## config.mk

```make
export PLATFORM = sky130hd
export DESIGN_NAME = square_wave_f2v
export DESIGN_NICKNAME = d
export VERILOG_FILES = /design/src/rtl/f2v_pkg.sv /design/src/rtl/seq_divider.sv /design/src/rtl/square_wave_f2v.sv
export SDC_FILE = /design/constraint.sdc
export NUM_CORES = 1
export LEC_CHECK = 0
export CORE_ASPECT_RATIO = 0.5
export CORE_MARGIN = 2
export CORE_UTILIZATION = 57
export CTS_BUF_LIST = sky130_fd_sc_hd__clkbuf_2
export DETAILED_ROUTE_END_ITERATION = 10
export HOLD_SLACK_MARGIN = 0.08
export PLACE_DENSITY = 0.83
export SYNTH_ARGS = -nofsm -noshare
export SYNTH_HDL_FRONTEND = slang
export SYNTH_SLANG_ARGS = --single-unit
export TNS_END_PERCENT = 50
```

## constraint.sdc

```tcl
create_clock -name clk -period 2.5 [get_ports clk]
set_input_delay 0.5 -clock clk [delete_from_list [all_inputs] [get_ports clk]]
set_output_delay 0.5 -clock clk [all_outputs]
set_load 0.05 [all_outputs]
```

## src/rtl/f2v_pkg.sv

```systemverilog
// Shared widths, FSM encoding and the elaboration-time scale constant for square_wave_f2v.
package f2v_pkg;

    localparam int unsigned PERIOD_W = 32;
    localparam int unsigned DATA_W   = 16;
    localparam int unsigned ITER_W   = 5;

    localparam logic [PERIOD_W-1:0] OUT_MAX = 32'd32767;

    typedef enum logic {
        WAIT_FIRST,
        MEASURE
    } f2v_state_e;

    // K = 32767 * clock_rate / f_full_scale, so K / period lands full scale at f_full_scale.
    function automatic logic [63:0] calc_k(input logic [63:0] clock_rate,
                                           input logic [63:0] f_full_scale);
        return (64'd32767 * clock_rate) / f_full_scale;
    endfunction

endpackage

```

## src/rtl/seq_divider.sv

```systemverilog
// Unsigned restoring divider producing one quotient bit per clock.
// Takes 32 busy cycles after start and then pulses done for one cycle with the quotient held.
module seq_divider
    import f2v_pkg::*;
(
    input  logic                clk,
    input  logic                reset_n,
    input  logic                start,
    input  logic [PERIOD_W-1:0] dividend,
    input  logic [PERIOD_W-1:0] divisor,
    output logic                busy,
    output logic                done,
    output logic [PERIOD_W-1:0] quotient
);

    logic [PERIOD_W-1:0] rem_q;
    logic [PERIOD_W-1:0] quo_q;
    logic [PERIOD_W-1:0] div_q;
    logic [ITER_W-1:0]   iter_q;
    logic [PERIOD_W:0]   shifted_c;
    logic [PERIOD_W:0]   diff_c;
    logic                fits_c;

    assign shifted_c = {rem_q, quo_q[PERIOD_W-1]};
    assign diff_c    = shifted_c - {1'b0, div_q};
    assign fits_c    = shifted_c >= {1'b0, div_q};
    assign quotient  = quo_q;

    always_ff @(posedge clk or negedge reset_n) begin
        if (!reset_n) begin
            rem_q  <= '0;
            quo_q  <= '0;
            div_q  <= '0;
            iter_q <= '0;
            busy   <= 1'b0;
            done   <= 1'b0;
        end else begin
            done <= 1'b0;
            if (busy) begin
                rem_q  <= fits_c ? PERIOD_W'(diff_c) : PERIOD_W'(shifted_c);
                quo_q  <= {quo_q[PERIOD_W-2:0], fits_c};
                iter_q <= iter_q + ITER_W'(1);
                if (iter_q == ITER_W'(PERIOD_W - 1)) begin
                    busy <= 1'b0;
                    done <= 1'b1;
                end
            end else if (start) begin
                rem_q  <= '0;
                quo_q  <= dividend;
                div_q  <= divisor;
                iter_q <= '0;
                busy   <= 1'b1;
            end
        end
    end

endmodule

```

## src/rtl/square_wave_f2v.sv

```systemverilog
// Square-wave frequency-to-voltage converter: hysteresis edge detect, period count, K/P divide.
// Define F2V_SMOOTHING_EN to make out follow target through a first-order IIR instead of directly.
module square_wave_f2v
    import f2v_pkg::*;
#(
    parameter int unsigned CLOCK_RATE     = 50000000,
    parameter int unsigned F_FULL_SCALE   = 20000,
    parameter int          THRESH_HI      = 24576,
    parameter int          THRESH_LO      = 8192,
    parameter int unsigned TIMEOUT_CYCLES = 5000000,
    parameter int unsigned SMOOTH_SHIFT   = 4
) (
    input  logic                     clk,
    input  logic                     reset_n,
    input  logic                     audio_clk_en,
    input  logic signed [DATA_W-1:0] in,
    output logic signed [DATA_W-1:0] out,
    output logic                     locked
);

    localparam logic [63:0]             K_FULL    = calc_k(64'(CLOCK_RATE), 64'(F_FULL_SCALE));
    localparam logic [PERIOD_W-1:0]     K_DIVIDND = PERIOD_W'(K_FULL);
    localparam logic [PERIOD_W-1:0]     TIMEOUT_V = PERIOD_W'(TIMEOUT_CYCLES);
    localparam logic signed [DATA_W-1:0] TH_HI    = DATA_W'(THRESH_HI);
    localparam logic signed [DATA_W-1:0] TH_LO    = DATA_W'(THRESH_LO);

    f2v_state_e                state_q;
    f2v_state_e                state_next;
    logic                      level_q;
    logic                      level_next_c;
    logic                      edge_c;
    logic [PERIOD_W-1:0]       count_q;
    logic                      start_c;
    logic                      timeout_c;
    logic                      div_busy;
    logic                      div_done;
    logic [PERIOD_W-1:0]       div_quotient;
    logic signed [DATA_W-1:0]  target_q;
    logic signed [DATA_W-1:0]  out_next_c;

    // Hysteresis comparator, evaluated only on strobe cycles.
    always_comb begin
        level_next_c = level_q;
        if (audio_clk_en) begin
            if (in > TH_HI) begin
                level_next_c = 1'b1;
            end else if (in < TH_LO) begin
                level_next_c = 1'b0;
            end
        end
        edge_c = level_next_c & ~level_q;
    end

    always_ff @(posedge clk or negedge reset_n) begin
        if (!reset_n) begin
            level_q <= 1'b0;
            count_q <= '0;
        end else begin
            level_q <= level_next_c;
            if (edge_c) begin
                count_q <= PERIOD_W'(1);
            end else if (count_q != TIMEOUT_V) begin
                count_q <= count_q + PERIOD_W'(1);
            end
        end
    end

    always_ff @(posedge clk or negedge reset_n) begin
        if (!reset_n) begin
            state_q <= WAIT_FIRST;
        end else begin
            state_q <= state_next;
        end
    end

    // An edge while measuring beats a coincident timeout; a busy divider drops the edge's period.
    always_comb begin
        state_next = state_q;
        start_c    = 1'b0;
        timeout_c  = 1'b0;
        case (state_q)
            WAIT_FIRST: begin
                if (edge_c) begin
                    state_next = MEASURE;
                end
            end
            MEASURE: begin
                if (edge_c) begin
                    start_c = ~div_busy;
                end else if (count_q == TIMEOUT_V) begin
                    timeout_c  = 1'b1;
                    state_next = WAIT_FIRST;
                end
            end
            default: state_next = WAIT_FIRST;
        endcase
    end

    seq_divider u_div (
        .clk      (clk),
        .reset_n  (reset_n),
        .start    (start_c),
        .dividend (K_DIVIDND),
        .divisor  (count_q),
        .busy     (div_busy),
        .done     (div_done),
        .quotient (div_quotient)
    );

    // A result arriving after the FSM has fallen back to WAIT_FIRST is stale and ignored.
    always_ff @(posedge clk or negedge reset_n) begin
        if (!reset_n) begin
            target_q <= '0;
            locked   <= 1'b0;
        end else if (timeout_c) begin
            target_q <= '0;
            locked   <= 1'b0;
        end else if (div_done && state_q == MEASURE) begin
            target_q <= (div_quotient > OUT_MAX) ? DATA_W'(OUT_MAX) : DATA_W'(div_quotient);
            locked   <= 1'b1;
        end
    end

`ifdef F2V_SMOOTHING_EN
    logic signed [DATA_W:0] diff_c;
    logic signed [DATA_W:0] step_c;

    // A zero step near target is forced to +/-1 so out lands exactly on target.
    always_comb begin
        diff_c = (DATA_W+1)'(target_q) - (DATA_W+1)'(out);
        step_c = diff_c >>> SMOOTH_SHIFT;
        if (step_c == '0 && diff_c != '0) begin
            step_c = diff_c[DATA_W] ? -(DATA_W+1)'(1) : (DATA_W+1)'(1);
        end
        out_next_c = DATA_W'((DATA_W+1)'(out) + step_c);
    end
`else
    logic unused_smooth_shift;
    assign unused_smooth_shift = ^SMOOTH_SHIFT;

    always_comb begin
        out_next_c = target_q;
    end
`endif

    always_ff @(posedge clk or negedge reset_n) begin
        if (!reset_n) begin
            out <= '0;
        end else if (audio_clk_en) begin
            out <= out_next_c;
        end
    end

endmodule

```

**Yosys cells after proc, flatten, opt, wreduce, memory -nomap -nowiden**

Index checks and enable logic that the tools add are counted.

- Add/sub/neg operators: 3
- Order comparisons: 4
- Eq/ne operators: 3
- Mux-type cells: 31
- Bitwise operators: 4
- Reductions and logical operators: 5

Operators with widths:

| operator | count |
|---|---|
| 32-bit 2-to-1 mux | 7 |
| 16-bit 2-to-1 mux | 3 |
| 33-bit by 32-bit greater-or-equal comparator with 1-bit output | 1 |
| 32-bit by 1-bit adder with 32-bit output (second input constant) | 1 |
| 32-bit by 23-bit equality test with 1-bit output (second input constant) | 1 |
| 32-bit by 15-bit greater-than comparator with 1-bit output (second input constant) | 1 |
| 32-bit by 23-bit inequality test with 1-bit output (second input constant) | 1 |
| 32-bit subtractor | 1 |
| 1-bit 2-to-1 mux | 18 |
| 16-bit greater-than comparator (second input constant) | 1 |
| 16-bit by 15-bit < comparator with 1-bit output (second input constant) | 1 |
| 5-bit 2-to-1 mux | 2 |
| 2-bit nonzero test | 3 |
| 5-bit by 1-bit adder with 5-bit output (second input constant) | 1 |
| 5-bit equality test (second input constant) | 1 |
| 1-bit inverter | 3 |
| 1-bit one-hot mux with 2 select lines | 1 |
| 2-bit AND reduction | 1 |
| 1-bit AND | 1 |
| 1-bit logical AND | 1 |

- Register bits: 170
- Bits of input ports: 19
- Output and inout port bits: 17

**Depth between registers and ports, before layout**

Gate-level depths: netlist (run 1).

- Depth in word-level cells: 9
- Gate-level depth with buffers: 13
- Mapped depth without buffers: 11

**Hierarchy**

From an unflattened synthesis (run 1), not the netlist that was laid out.

- Cell total of the unflattened synthesis: 1017
- Area, all modules: 9659.3 um^2

Modules (own cells, without submodules):

| module | instances | cells each | area an instance (um^2) | sequential area each (um^2) |
|---|---|---|---|---|
| seq_divider | 1 | 713 | 6347.3 | 2577.5 |
| square_wave_f2v | 1 | 304 | 3311.9 | 1676.6 |

**Worst setup path before layout (run 1)**

OpenSTA, ideal clock, no wires.

- Path type: register to register
- Start point: register u_div.rem_q[2]
- End point: register u_div.rem_q[11]
- Library setup time: 0.126 ns
- Data arrival time: 2.571 ns
- Data required time: 2.374 ns
- Slack: -0.197 ns
- Cell stages (with the launch flop): 12
- Path buffers: 2
- Period minus slack after synthesis: 2.697 ns
- Path through: dfrtp_1 -> ha_1 -> a21o_1 -> a21oi_1 -> a21boi_2 -> o311ai_4 -> a2111o_1 -> a21boi_4 -> or2_1 -> buf_4 -> buf_6 -> a221o_1

- Cells in the longest elaborated chain, start to end: 3

Ends and longest elaborated chain:

| item | line | text |
|---|---|---|
| start, declared | seq_divider.sv:16 | `logic [PERIOD_W-1:0] rem_q;` |
| start signal, assigned | seq_divider.sv:40 | `rem_q <= fits_c ? PERIOD_W'(diff_c) : PERIOD_W'(shifted_c);` |
| 32-bit subtractor or 33-bit by 32-bit greater-or-equal comparator with 1-bit output (tied branches) | seq_divider.sv:25, seq_divider.sv:26 |  |
| 32-bit 2-to-1 mux (*) | seq_divider.sv:40 |  |
| 32-bit 2-to-1 mux (*) | seq_divider.sv:39 | `if (busy) begin` |

Mark *: on every way between the ends. The rest lies on a longest branch, timed or not.
A chain may end at the register's enable or synchronous reset.

**Worst setup path in the final report (run 1)**

- Start point: register u_div.rem_q[16]
- End point: register u_div.rem_q[8]

- Cells in the longest elaborated chain, start to end: 3

Ends and longest elaborated chain:

| item | line | text |
|---|---|---|
| 33-bit by 32-bit greater-or-equal comparator with 1-bit output | seq_divider.sv:26 | `assign fits_c = shifted_c >= {1'b0, div_q};` |
| 32-bit 2-to-1 mux | seq_divider.sv:40 |  |
| 32-bit 2-to-1 mux | seq_divider.sv:39 |  |

Every way passes these cells.

==> results of run 1 <==
[routing by layer]
layer	GRT usage (%)	vias up	share of wire, %	routed length, um
li1	-	3859	-	-
met1	40.49	4170	44	11160
met2	50.22	365	47	11940
met3	6.318	49	7.2	1822
met4	8.933	0	2.1	540
met5	0	-	0	0
[stage by stage]
stage	hold WS, ps	TNS, ps	instance area, um2	util [%]
2_1_floorplan	204.4	-2133	9289	-
3_3_place_gp	464.3	-7864	11010	70.54
3_5_place_dp	470.0	-19180	11010	70.54
4_1_cts	164.4	-6934	11520	73.76
5_1_grt	174.5	-10260	11600	74.31
6_report	187.6	-7164	11600	74.31
[kinds of logic (layout without fill, tap and decap cells)]
group	count (synthesis)	after routing
multiplexers	18	18
buffers and inverters	118	307
XOR/XNOR	50	50
AO/OA/AOI/OAI	264	264
adder cells (fa/ha/maj)	37	37
flip-flops	170	170
AND/OR/NAND/NOR	329	329
[area by class of cell]
type                    count  area share, %
flip-flops and latches    170          36.68
clock buffers              17         0.7332
clock inverters            15          1.510
well taps                 204          2.200
multi-input cells         698          41.18
repair buffers            212          15.66
inverters                  63          2.038
[state kept, by name, summed over array words and instances, names as in the netlist, 5 cells and up]
signal          flops
out                16
out_next_c         16
u_div.rem_q        32
u_div.div_q        32
count_q            32
u_div.iter_q        5
u_div.quotient     32
[worst reg2reg max path, stage by stage, from the launching register on]
cell	delay, ps
dfrtp_1	470
ha_1	390
and3_1	300
nand4_1	200
a2111o_1	480
a21boi_4	280
buf_12	210
o21ai_1	80
a32o_1	260
[what timing repair did]
action | 4_1_cts | 5_1_grt
gates cloned | 1 | 0
hold buffers | 1 | 0
pin swaps | 8 | 11
setup endpoints to repair | 48 | 34
hold endpoints to repair | 151 | 0
buffers inserted | 9 | 3
resized for setup | 51 | 20
[report_power, final]
part / internal [W] / total [W] / leakage [nW] / switching, W
clock network: 0.000345 / 0.00153 / 0.151 / 0.00118
registers: 0.00393 / 0.00474 / 2.11 / 0.000806
logic: 0.00650 / 0.0134 / 3.10 / 0.00688
[worst max path at each step]
stage                                     to  cells past startpoint                         from
6_report          u_div.rem_q[8]$_DFFE_PN0P_                      8  u_div.rem_q[16]$_DFFE_PN0P_
5_1_grt           u_div.rem_q[8]$_DFFE_PN0P_                     11  u_div.div_q[18]$_DFFE_PN0P_
4_1_cts          u_div.rem_q[22]$_DFFE_PN0P_                     11   u_div.rem_q[2]$_DFFE_PN0P_
3_5_place_dp   u_div.quotient[0]$_DFFE_PN0P_                     12   u_div.div_q[3]$_DFFE_PN0P_
3_3_place_gp   u_div.quotient[0]$_DFFE_PN0P_                     12  u_div.div_q[26]$_DFFE_PN0P_
2_1_floorplan    u_div.rem_q[11]$_DFFE_PN0P_                     12   u_div.div_q[1]$_DFFE_PN0P_
[layout by cell type (no fill, tap or decap), drive strengths merged, types with 12 or more instances in the layout]
cell,n
buf,177
dfrtp,170
nand2,128
nor2,78
o21ai,74
inv,68
a21oi,46
ha,36
xor2,28
o211ai,24
xnor2,22
nand3,21
a21o,17
mux2,17
clkbuf,17
clkdlybuf4s50,17
dlygate4sd2,16
nor3,16
o2bb2ai,15
and3,15
nand4,13
a22o,12
==> reports/qor.yml, run 1 <==
synthesis:
  synth-edff-count: 0
  synth_mux_area_share_pct: 2.188
  synth.most_common_cell: "dfrtp_1"
  ys_warn_count: 0
  syn_avg_cell_area_um2: 9.336
  synth-simple-area-share_pct: 16.75
  syn_area_mm2: 0.009205
  yosys-top-cells-area: "dfrtp_1 46%, nand2_1 5.2%, ha_1 4.9%"
  synthCells: 986
  synth-seq-area-share_pct: 46.21
  syn_nets: 1042
  synth_compound_area_share_pct: 19.82
  synthArstFlopShare_pct: 100.0
  synth_area_leader_cell: "dfrtp_1"
  synth_adder_area_share_pct: 5.111
  synth_seq_cells: 170
  synth_top_cell_area_share_pct: 46.21
  ys.flop_type: "dfrtp_1"
  synth_common_cells: "170 x dfrtp_1, 128 x nand2_1, 78 x nor2_1"
  synth.distinct_cells: 70
  synth_top_family_by_area: "compound AO/OA/AOI/OAI gates"
  synth-xor-area-share_pct: 4.757
timing:
  clock.fmax_mhz: 358.9
  final_max_slew_viol_count: 0
  rsz0062_at_grt: "true"
  final.setup.worst_slack_ps: -286.5
  skew_ps: 70.60
  setup_viol: 32
  hold_violations: 0
  period_minus_slack_ps: 2787
  fin_crit_sh_pct: 111.5
  worst_pin_slew_ps: 511.9
  relSlewSlack_pct: 66.01
setup_path:
  cp_slowest_cell: "a2111o_1"
  slowest_delay_ps: 480
  reg2reg_from: "u_div.rem_q[16]$_DFFE_PN0P_"
  reg2regPathDepth: 8
  crit_family: "compound AO/OA/AOI/OAI gates"
  crit_path_end_kind: "flop"
  reg2reg_to: "u_div.rem_q[8]$_DFFE_PN0P_"
  crit_chain: "ha_1 > and3_1 > nand4_1 > a2111o_1 > a21boi_4 > buf_12 > o21ai_1 > a32o_1"
  startpoint_type: "flop"
  reg2reg_slack_ps: -290
  crit_required_ps: 3130
  critPathBufInv: 1
  crit_arrival_ps: 3420
  critPathKind: "flop to flop"
  cp_max_fo: 19
global_routing:
  first_global_vias: 8262
  grt_pass1_wl_mm: 40.68
  overflow: 0
  track_usage_pct: 30.28
  grt_start_max_net_pins: 62
  antenna_found_initial: 0
clocking:
  clk_path_buf_depth: 2
  clk_pin_slew_ps: 330
  insertion_delay_ps: 780
  cts_buffers: 17
  cts_root_buffer: "clkbuf_2"
  cts_tree: "built"
  cts.sinks: 170
  htreeDepth: 4
route:
  first_pass_iters: 6
  drt-total-wl_mm: 25.47
  drcViolationCount: 0
  dr.first_iter.drc_count: 872
  vias: 8443
  routed_via_density: 6.123
  wire_per_inst_um: 18.47
  ant_nets: 0
outcome:
  outcome: "complete, but fails checks"
  violations: "setup timing"
pwr:
  peakVddDrop_v: 0.0007195
  powerDensity_mw_per_mm2: 1693
  p_leak_nw: 5.363
  p_total_w: 0.01965
floorplanning:
  start_util_pct: 58.95
  die-area_mm2: 0.01724
  die_w_um: 183.7
  io_pins: 36
  core_area_mm2: 0.01562
  fp-row-count: 32
  fp.dieH_um: 93.86
layout:
  regArea_mm2: 0.004257
  fill_cells: 1045
  synthToLayoutAreaGrowth_pct: 26.06
  drive_gt1_share_pct: 23.32
  layout.cells.non_filler: 1379
  layout.nets: 1218
  multiInputGateArea_mm2: 0.004778
  n_antenna_cell: 0
job:
  max-cap-violations: 0
place:
  place_hpwl_mm: 17.69
  dpl.cell_count: 1334
  gp_congestion: 0.9698
  post-place-ws_ps: -389.8
  port_buffers: 35
min_path:
  hold_path.class: "input pin to async pin"
(Power assumes the default switching activity.)
==> inputs of run 2 (changes only) <==
--- a/config.mk
+++ b/config.mk
@@ -7,11 +7,12 @@
 export LEC_CHECK = 0
 export CORE_ASPECT_RATIO = 0.5
 export CORE_MARGIN = 2
-export CORE_UTILIZATION = 57
+export CORE_UTILIZATION = 60
 export CTS_BUF_LIST = sky130_fd_sc_hd__clkbuf_2
 export DETAILED_ROUTE_END_ITERATION = 10
+export DONT_BUFFER_PORTS = 1
 export HOLD_SLACK_MARGIN = 0.08
-export PLACE_DENSITY = 0.83
+export PLACE_DENSITY = 0.84
 export SYNTH_ARGS = -nofsm -noshare
 export SYNTH_HDL_FRONTEND = slang
 export SYNTH_SLANG_ARGS = --single-unit
==> run 2 against run 1 <==
Compared with the run above: via count rose by 0.18%; highest routed layer unchanged; the run ends with hold timing, setup timing left; hold slack got worse by 870 ps; utilization rose by 2.2 points; fmax fell by 2.8%; cell area fell by 2.8%.
==> reports/qor.yml, run 2 (synthesis results as in run 1) <==
setup_path:
  crit_path_end_kind: "flop"
  crit_family: "compound AO/OA/AOI/OAI gates"
  reg2reg_slack_ps: -370  # -80 ps
  reg2reg_from: "u_div.rem_q[3]$_DFFE_PN0P_"
  cp_slowest_cell: "dfrtp_1"
  crit_chain: "ha_4 > nand3_1 > o21bai_4 > a21boi_4 > o311ai_4 > a2111o_1 > a21boi_4 > or2_4 > buf_8 > buf_12 > o211ai_1"
  crit_required_ps: 3170  # +40 ps
  critPathKind: "flop to flop"
  crit_start: "u_div.rem_q[3]$_DFFE_PN0P_"
  critPathBufInv: 2  # +1
  crit_arrival_ps: 3540  # +120 ps
  startpoint_type: "flop"
  crit_path_frequent_cell: "a21boi_4"
  slowest_delay_ps: 500  # +20 ps
  reg2reg_to: "u_div.rem_q[20]$_DFFE_PN0P_"
  cp_max_fo: 5  # -14
  reg2regPathDepth: 11  # +3
layout:
  postLayoutCellArea_mm2: 0.01127  # -2.8%
  layout_common_cells: "169 x dfrtp_1, 150 x buf_4, 125 x nand2_1, 77 x nor2_1, 62 x o21ai_0"
  synthToLayoutAreaGrowth_pct: 22.48
  drive_gt1_share_pct: 24.40  # +1.1 points
  layout.cells.non_filler: 1330  # -3.6%
  final_common_cell: "dfrtp_1"
  layout.nets: 1174  # -3.6%
clocking:
  htreeDepth: 4  # unchanged
  insertion_delay_ps: 800  # +20 ps
  cts_root_buffer: "clkbuf_2"
  cts_buffers: 17  # unchanged
  postCtsHoldBufs: 2  # +1
  cts_tree: "built"
  clk_path_buf_depth: 2  # unchanged
  cts.sinks: 170  # unchanged
  clk_pin_slew_ps: 330  # about the same
timing:
  fin_crit_sh_pct: 114.6  # +3.2 points
  rsz0062_at_grt: "true"
  relSlewSlack_pct: 52.60  # -13 points
  period_minus_slack_ps: 2866  # +79.35 ps
  setup_viol: 33  # +3.1%
  final.setup.worst_slack_ps: -365.9  # -79.35 ps
  hold_violations: 170  # +170
  skew_ps: 66.41  # -4.187 ps
  clock.fmax_mhz: 348.9  # -2.8%
  final_max_slew_viol_count: 0  # unchanged
  hold_ws_ps: -682.2  # -869.8 ps
  worst_pin_slew_ps: 710.9  # +199.1 ps
route:
  ant_nets: 0  # unchanged
  dr.first_iter.drc_count: 982  # +13%
  routed_via_density: 6.359  # +3.9%
  first_pass_iters: 6  # unchanged
  drcViolationCount: 0  # unchanged
  drt-total-wl_mm: 25.95  # +1.9%
  vias: 8458  # +0.18%
  wire_per_inst_um: 19.51  # +5.7%
floorplanning:
  fp.dieH_um: 91.59  # -2.4%
  fp-row-count: 31  # -3.1%
  die-area_mm2: 0.01641  # -4.8%
  core_area_mm2: 0.01474  # -5.6%
  start_util_pct: 62.45  # +3.5 points
  die_w_um: 179.2  # -2.5%
  io_pins: 36  # unchanged
min_path:
  hold_path.class: "input pin to async pin"
place:
  place_hpwl_mm: 16.54  # -6.5%
  port_buffers: 0  # -100%
  placed_area_mm2: 0.01043  # -5.3%
  dpl.cell_count: 1270  # -4.8%
  gp_congestion: 0.9736  # +0.39%
outcome:
  outcome: "complete, but fails checks"
  violations: "hold timing, setup timing"
global_routing:
  first_global_vias: 8273  # +0.13%
  track_usage_pct: 31.09  # +0.81 points
  overflow: 0  # unchanged
  antenna_found_initial: 1  # +1
  grt_start_max_net_pins: 171  # +180%
  grt_pass1_wl_mm: 40.29  # -0.97%
job:
  max-cap-violations: 0  # unchanged
==> run 2: cell count changes in the layout (fill, tap and decap cells not counted), sizes merged, moves of 2 or more <==
cell           change
clkinv             -2
buf               -12
dlygate4sd2       -16
clkdlybuf4s50     -17
==> run 2: area by class of cell <==
cell class                      count  area (um2)
Multi-Input combinational cell    698        4848
Sequential cell                   170        4255
Fill cell                         858        3465
Timing Repair Buffer              168        1423
Tap cell                          198       247.7
Inverter                           63       236.5
Clock inverter                     15       176.4
Clock buffer                       17       85.08
Antenna cell                        1       2.502
==> run 2: metrics by stage <==
step           utilization, %  hold slack (ps)  setup slack, ps  TNS (ps)
3_3_place_gp            70.78            207.5           -327.5     -5045
5_1_grt                 76.49           -748.9           -403.7    -11980
2_1_floorplan               -            204.4           -150.3     -2133
6_report                76.49           -682.2           -365.9    -10430
4_1_cts                 74.65           -651.9           -273.0     -7639
3_5_place_dp            70.78            208.0           -313.4     -7085
==> run 2: worst max-delay path by stage <==
stage | endpoint | cells past startpoint
6_report | u_div.rem_q[20]$_DFFE_PN0P_ | 11
5_1_grt | u_div.rem_q[18]$_DFFE_PN0P_ | 11
2_1_floorplan | u_div.rem_q[11]$_DFFE_PN0P_ | 12
4_1_cts | u_div.rem_q[16]$_DFFE_PN0P_ | 10
3_3_place_gp | u_div.rem_q[22]$_DFFE_PN0P_ | 11
3_5_place_dp | u_div.rem_q[22]$_DFFE_PN0P_ | 11
==> run 2: metal layers <==
metal | vias up | GRT usage, % | part of all wire, %
met3 | 111 | 6.156 | 8.0
li1 | 3770 | - | -
met5 | - | 0 | 0
met4 | 0 | 14.72 | 4.5
met1 | 4098 | 41.34 | 42
met2 | 479 | 49.01 | 46
==> run 2: repair_timing <==
| item | CTS | global route |
|---|---|---|
| setup buffers | 13 | 11 |
| endpoints found under the hold margin | 187 | 170 |
| endpoints found under the setup margin | 33 | 99 |
| gates cloned | 1 | 1 |
| pin swaps | 17 | 21 |
| gates resized for setup | 32 | 45 |
Power of run 2 is left out: the tool's default activity adds up to more than one toggle a clock period on the data nets, which glitch-free logic cannot reach.
==> inputs of run 3 (changes only) <==
--- a/config.mk
+++ b/config.mk
@@ -13,6 +13,7 @@
 export DONT_BUFFER_PORTS = 1
 export HOLD_SLACK_MARGIN = 0.08
 export PLACE_DENSITY = 0.84
+export SLEW_MARGIN = 20
 export SYNTH_ARGS = -nofsm -noshare
 export SYNTH_HDL_FRONTEND = slang
 export SYNTH_SLANG_ARGS = --single-unit
==> results of run 3 <==
Final layout, timing and power as in run 2 (identical DEF).
Power of run 3 is left out for the same reason.
